[config.mk]
export PLATFORM = sky130hd
export DESIGN_NAME = alu_seq
export DESIGN_NICKNAME = d
export VERILOG_FILES = /design/src/rtl/alu_seq.sv
export SDC_FILE = /design/constraint.sdc
export NUM_CORES = 1
export LEC_CHECK = 0
export ABC_AREA = 1
export BUFFER_PORTS_ARGS = -buffer_cell sky130_fd_sc_hd__buf_2
export CAP_MARGIN = 20
export CORE_MARGIN = 4
export CORE_UTILIZATION = 45
export CTS_BUF_LIST = sky130_fd_sc_hd__clkbuf_16
export CTS_CLUSTER_DIAMETER = 40
export CTS_CLUSTER_SIZE = 28
export DETAILED_ROUTE_END_ITERATION = 12
export PLACE_DENSITY = 0.77
export SLEW_MARGIN = 10
export SYNTH_ARGS = -nofsm -noshare
export SYNTH_HDL_FRONTEND = slang
export SYNTH_SLANG_ARGS = --single-unit
[constraint.sdc]
create_clock -name clk -period 1.2 [get_ports clk]
set_input_delay 0.24 -clock clk [delete_from_list [all_inputs] [get_ports clk]]
set_output_delay 0.24 -clock clk [all_outputs]
set_load 0.1 [all_outputs]
[src/rtl/alu_seq.sv]
`default_nettype none
`timescale 1ns/1ps
// +----------------------------------------------------------------------+
// | Module      : alu_seq                                                |
// | Description : Accumulator/flag sequencer in front of the 8-bit ALU.  |
// |               Accepts one command per valid/ready handshake, drives  |
// |               the ALU from registered state and writes the result    |
// |               and flags back into A and F. LDA/STC/CMC run locally.  |
// | Revision    : 1.0 - initial release                                  |
// +----------------------------------------------------------------------+
module alu_seq #(
    parameter int DATASIZE = 8,
    parameter int CARRY_F  = 0
) (
    input  logic                clk,
    input  logic                rst,
    input  logic                cmd_valid,
    input  logic [2:0]          cmd,
    input  logic [DATASIZE-1:0] cmd_data,
    output logic                cmd_ready,
    output logic                done,
    output logic [DATASIZE-1:0] acc,
    output logic [DATASIZE-1:0] flags,
    output logic [1:0]          alu_op,
    output logic [DATASIZE-1:0] alu_a,
    output logic [DATASIZE-1:0] alu_b,
    output logic [DATASIZE-1:0] alu_f,
    input  logic [DATASIZE-1:0] alu_r,
    input  logic [DATASIZE-1:0] alu_fo
);

    // Command codes
    localparam logic [2:0] c_ADC = 3'b000;
    localparam logic [2:0] c_ACI = 3'b001;
    localparam logic [2:0] c_SBB = 3'b010;
    localparam logic [2:0] c_ANA = 3'b011;
    localparam logic [2:0] c_CMP = 3'b100;
    localparam logic [2:0] c_LDA = 3'b101;
    localparam logic [2:0] c_STC = 3'b110;
    localparam logic [2:0] c_CMC = 3'b111;

    // ALU operation codes
    localparam logic [1:0] c_OP_ADD = 2'b00;
    localparam logic [1:0] c_OP_SBB = 2'b01;
    localparam logic [1:0] c_OP_AND = 2'b10;
    localparam logic [1:0] c_OP_CMP = 2'b11;

    // Sequencer states
    localparam logic [1:0] c_S_IDLE = 2'd0;
    localparam logic [1:0] c_S_EXEC = 2'd1;
    localparam logic [1:0] c_S_DONE = 2'd2;

    logic [1:0]          r_state;
    logic [1:0]          w_state_nxt;
    logic [DATASIZE-1:0] r_acc;
    logic [DATASIZE-1:0] r_flags;
    logic [DATASIZE-1:0] r_tmp;
    logic [2:0]          r_cmd_q;
    logic                w_cmd_ready;
    logic                w_done;
    logic                w_accept;
    logic [1:0]          w_alu_op;

    assign w_accept = cmd_valid & w_cmd_ready;

    // State register
    always_ff @(posedge clk or posedge rst) begin
        if (rst) begin
            r_state <= c_S_IDLE;
        end else begin
            r_state <= w_state_nxt;
        end
    end

    // Next-state and state-decoded handshake outputs
    always_comb begin
        w_state_nxt = r_state;
        w_cmd_ready = 1'b0;
        w_done      = 1'b0;
        case (r_state)
            c_S_IDLE: begin
                w_cmd_ready = 1'b1;
                if (cmd_valid) begin
                    w_state_nxt = c_S_EXEC;
                end
            end
            c_S_EXEC: begin
                w_state_nxt = c_S_DONE;
            end
            c_S_DONE: begin
                w_done      = 1'b1;
                w_state_nxt = c_S_IDLE;
            end
            default: begin
                w_state_nxt = c_S_IDLE;
            end
        endcase
    end

    // Command/operand capture on accept; write-back at the closing edge of EXEC
    always_ff @(posedge clk or posedge rst) begin
        if (rst) begin
            r_cmd_q <= 3'b000;
            r_tmp   <= '0;
            r_acc   <= '0;
            r_flags <= '0;
        end else begin
            if (w_accept) begin
                r_cmd_q <= cmd;
                r_tmp   <= cmd_data;
            end
            if (r_state == c_S_EXEC) begin
                case (r_cmd_q)
                    c_ADC, c_ACI, c_SBB, c_ANA: begin
                        r_acc   <= alu_r;
                        r_flags <= alu_fo;
                    end
                    c_CMP: begin
                        r_flags <= alu_fo;
                    end
                    c_LDA: begin
                        r_acc <= r_tmp;
                    end
                    c_STC: begin
                        r_flags[CARRY_F] <= 1'b1;
                    end
                    c_CMC: begin
                        r_flags[CARRY_F] <= ~r_flags[CARRY_F];
                    end
                    default: begin
                        r_acc <= r_acc;
                    end
                endcase
            end
        end
    end

    // ALU opcode decoded straight from the latched command
    always_comb begin
        w_alu_op = c_OP_ADD;
        case (r_cmd_q)
            c_ADC, c_ACI: w_alu_op = c_OP_ADD;
            c_SBB:        w_alu_op = c_OP_SBB;
            c_ANA:        w_alu_op = c_OP_AND;
            c_CMP:        w_alu_op = c_OP_CMP;
            default:      w_alu_op = c_OP_ADD;
        endcase
    end

    assign cmd_ready = w_cmd_ready;
    assign done      = w_done;
    assign acc       = r_acc;
    assign flags     = r_flags;
    assign alu_op    = w_alu_op;
    assign alu_a     = r_acc;
    assign alu_b     = r_tmp;
    assign alu_f     = r_flags;

endmodule
`default_nettype wire

# After elaboration in Yosys (flattened, before gate mapping)
# Cells that the tools add are included.
# W data, S select, Z words.
[totals] regBits=29 inputBits=30 wordCells=34
[op_classes] n_mux=7 n_reduce_logical=9 n_bitwise=2 eq_ne=10
[ops] op="$pmux W8 S2" n=1
[ops] op="$eq A3 B3 Y1 const B" n=4
[ops] op="$eq A3 B2 Y1 const B" n=2
[ops] op="$pmux W2 S3" n=1
[ops] op="$reduce_and A2 Y1" n=3
[ops] op="$reduce_or A5 Y1" n=1
[ops] op="$pmux W2 S2" n=1
[ops] op="$reduce_or A4 Y1" n=1
[ops] op="$eq A3 B1 Y1 const B" n=1
[ops] op="$logic_not A3 Y1" n=1
[ops] op="$pmux W1 S3" n=1
[ops] op="$reduce_bool A3 Y1" n=1
[ops] op="$eq A2 B1 Y1 const B" n=1
[ops] op="$eq A2 B2 Y1 const B" n=1
[ops] op="$logic_not A2 Y1" n=1
[ops] op="$mux W1" n=2
[ops] op="$mux W2" n=1
[ops] op="$ne A2 B2 Y1 const B" n=1
[ops] op="$reduce_bool A2 Y1" n=1
[ops] op="$and A1 B1 Y1" n=1
[ops] op="$not A1 Y1" n=1

# Depth between registers and ports, before layout
[logic_depth] word_depth=4 mapped_depth=7 mapped_depth_nobuf=6

# Least setup slack after synthesis
# OpenSTA, ideal clock, no wires.
[synth_path] path_kind="flip-flop to output port" startpoint="register r_cmd_q[2]" endpoint="output port alu_op[0]" setup_slack_ps=-1181 arrival_time_ps=2141 stages_incl_launch_ff=5 cell_sequence="dfrtp_1 > buf_6 > buf_2 > inv_1 > a21oi_1"
[synth_between] elab_chain_len=2 word_cells_on_any_way=4 classes_between="3 x eq/ne; 1 x mux"
[synth_rtl] element="from (decl)" line_no="58" text="logic [2:0] r_cmd_q;"
[synth_rtl] element="from (signal assigned)" line_no="109" text="r_cmd_q <= cmd;"
[synth_rtl] element="$eq A3 B3 Y1 or $eq A3 B2 Y1 (tied branches)" line_no="141" text="case (r_cmd_q)"
[synth_rtl] element="$pmux W2 S3 *" line_no="141"
[synth_rtl] element="to (decl)" line_no="24" text="output logic [1:0] alu_op,"
# Mark *: on every way between the ends. The rest lies on a longest branch, timed or not.

# Worst setup path in the final report
[layout_path] startpoint="register r_cmd_q[1]" endpoint="output port alu_op[1]"
# The elaborated chain is that of the path after synthesis.

==> run_results.csv <==
group,metric,value,unit
synthesis,synth-seq-cells,29,
synthesis,syn_avg_cell_area,8.280,um^2
synthesis,syn_area,1515,um^2
cells_and_area,drive_gt1_frac,0.7256,
cells_and_area,final_nets,295,
die,io_pins,74,
routing,ant_nets,0,
grt,gr-usage-all-layers,0.2394,
routing,dr.pass1.iters,4,
timing,hold_slack,72.14,ps
timing,setup_slack,-297.3,ps
die,dieHeight,66.03,um
timing,period_needed,1497,ps
synthesis,ys_seq_area_frac,0.4789,
grt,grt_pass1_wl,7734,um
timing,min_period_over_period,1.248,
placement,post_dp_cell_area,2585,um^2
clock_tree,numCtsBuffers,5,
synthesis,yosysMostFrequentCell,"nand2_1",
worst_setup_path,cp_slowest_stage_delay,440,ps
cells_and_area,finish.instance_area,3044,um^2
synthesis,syn-instance-count,183,
worst_setup_path,cp.required,960,ps
synthesis,synth_nets,213,
worst_setup_path,slowest_stage,"dfrtp_2",
synthesis,yosysWarnings,0,
synthesis,ys.flop_type,"dfrtp_1",
timing,setup_viol,62,
min_path,holdCritPathClass,"primary input to async pin",
worst_setup_path,worstPathArrival,1260,ps
grt,antenna_found_initial,0,
timing,hold_viol,0,
clock_tree,clk_latency,280,ps
die,initial_utilization,0.4844,
placement,dp_hpwl,3260,um
die,core,3128,um^2
synthesis,async_reset_ff_frac,1.000,
cells_and_area,finalCoreUtilization,0.9732,
clock_tree,cts.clk_slew.worst_paths,50,ps
synthesis,synth-edff-count,0,
worst_setup_path,crit_path_start_kind,"register",
timing,drv_slew,0,
worst_setup_path,r2r_slack,-200,ps
routing,drt-total-wl,7453,um
grt,grt_start_max_net_pins,30,
run_status,violations,"setup timing",
timing,maxSlewHeadroom,0.7504,
placement,place_congestion,0.8267,
routing,vias_per_cell,5.605,
placement,port_buffers,73,
synthesis,synth.largest_area_cell,"dfrtp_1",
run,maxCapViolCount,0,
clock_tree,h-tree-depth,2,
clock_tree,clockBufferDepth,2,
synthesis,synth.distinct_cells,21,
timing,worst_pin_slew,374.4,ps
worst_setup_path,cp_num_buf_inv,2,
die,die_x,66.03,um
routing,drtIter0Drc,172,
placement,dp_slack,-36.69,ps
grt,grt_overflow,0,
worst_setup_path,path_cells,"buf_4, a21oi_4, nor2_4, buf_12",
run_status,outcome,"finished with violations",
synthesis,synthTopCellsByCount,"nand2_1 (82), dfrtp_1 (29), nand2_2 (19)",
clock_tree,cts_root_buf,"clkbuf_16",
worst_setup_path,path_max_fanout,3,
die,rows,20,
synthesis,synth_area_leaders,"dfrtp_1 (48%), nand2_1 (20%), buf_4 (7.9%), nand2_2 (7.8%), nand4_1 (3.3%)",
routing,wl_per_cell,23.96,um
die,die_area,4359,um^2
routing,vias,1743,
routing,drc,0,
cells_and_area,syn_to_final_growth,100.9,%
clock_tree,cts_sinks,29,
worst_setup_path,critical-path-top-delay-family,"flip-flops",
grt,grt_pass1_vias,1580,
synthesis,synthDominantCellAreaShare,0.4789,
clock_tree,tritoncts,"built",
timing,finalClockSkew,5.285,ps
worst_setup_path,critPathCaptureType,"output pin",
worst_setup_path,crit_type,"register to output pin",
timing,fmax,0.6678,GHz
timing,grt_setup_unrepaired,"true",
-- flip-flops by register name, summed over array words and instances, names as in the netlist --
signal   cells
alu_f        8
r_state      2
r_cmd_q      3
alu_b        8
acc          8
-- path summary, 6_finish.rpt --
kind	start	depth (start not counted)	endpoint
setup reg to reg	r_cmd_q[2]	5	acc[5]
min in group clk	cmd_data[0]	3	alu_b[0]
hold / removal	rst	3	acc[3]
max in group asynchronous	rst	3	alu_f[0]
setup / recovery	r_cmd_q[1]	4	alu_op[1]
hold reg to reg	alu_b[6]	2	alu_b[6]
-- cell usage in the layout (no fill, tap or decap), types with 2 or more instances in the layout --
cell type / Yosys / routed
inv_2: 3 / 4
buf_2: 3 / 29
nand2_2: 19 / 37
nand4_1: 8 / 8
nand2_4: 1 / 10
nor2_4: 0 / 3
o21ai_2: 0 / 2
inv_1: 3 / 4
buf_6: 1 / 5
dfrtp_2: 0 / 12
clkbuf_16: 0 / 5
buf_4: 16 / 15
buf_12: 1 / 45
a21oi_4: 1 / 3
o21ai_1: 1 / 2
nand2_1: 82 / 55
dfrtp_4: 0 / 16
-- layout make-up --
type,count,area (um^2)
Clock inverter,3,11.26
Inverter,8,50.05
Multi-Input combinational cell,126,775.7
Timing Repair Buffer,94,1215
Clock buffer,5,125.1
Fill cell,48,83.83
Sequential cell,29,800.8
Timing Repair inverter,1,8.758
Tap cell,44,55.05
Antenna cell,1,2.502
-- cells by family after synthesis --
group | share of synthesized area
flip-flops | 0.4789
AO/OA/AOI/OAI | 0.03055
buffers and inverters | 0.1346
AND/OR/NAND/NOR | 0.3559
-- repair_timing --
action	4_1_cts	5_1_grt
pin swaps	4	14
gates resized for setup	11	47
endpoints found under the setup margin	31	53
gates cloned	0	2
hold buffers	0	0
buffers inserted	3	12
-- per-stage QoR --
stage                     std cells  setup TNS (ps)
after global placement          285               0
after detailed placement        285          -163.5
final                           311           -3438
after global routing            310           -4563
after CTS                       296           -1241
after floorplan                 183           -3966
-- metal layers --
| layer | track usage | share of wire | up-vias |
|---|---|---|---|
| met5 | 0 | 0 | - |
| met4 | 0.09391 | 0.069 | 0 |
| met3 | 0.07483 | 0.089 | 51 |
| met2 | 0.4518 | 0.50 | 159 |
| met1 | 0.2410 | 0.34 | 818 |
| li1 | - | - | 715 |
-- worst reg2reg max path: cells and delay by family (launching register included) --
family | cells | cell delay, ps
flip-flops | 1 | 460
buffers and inverters | 2 | 300
AO/OA/AOI/OAI | 1 | 320
AND/OR/NAND/NOR | 2 | 260
Power is not shown: default switching activity piles up to over one toggle a cycle in this logic, so the estimate is an artifact.
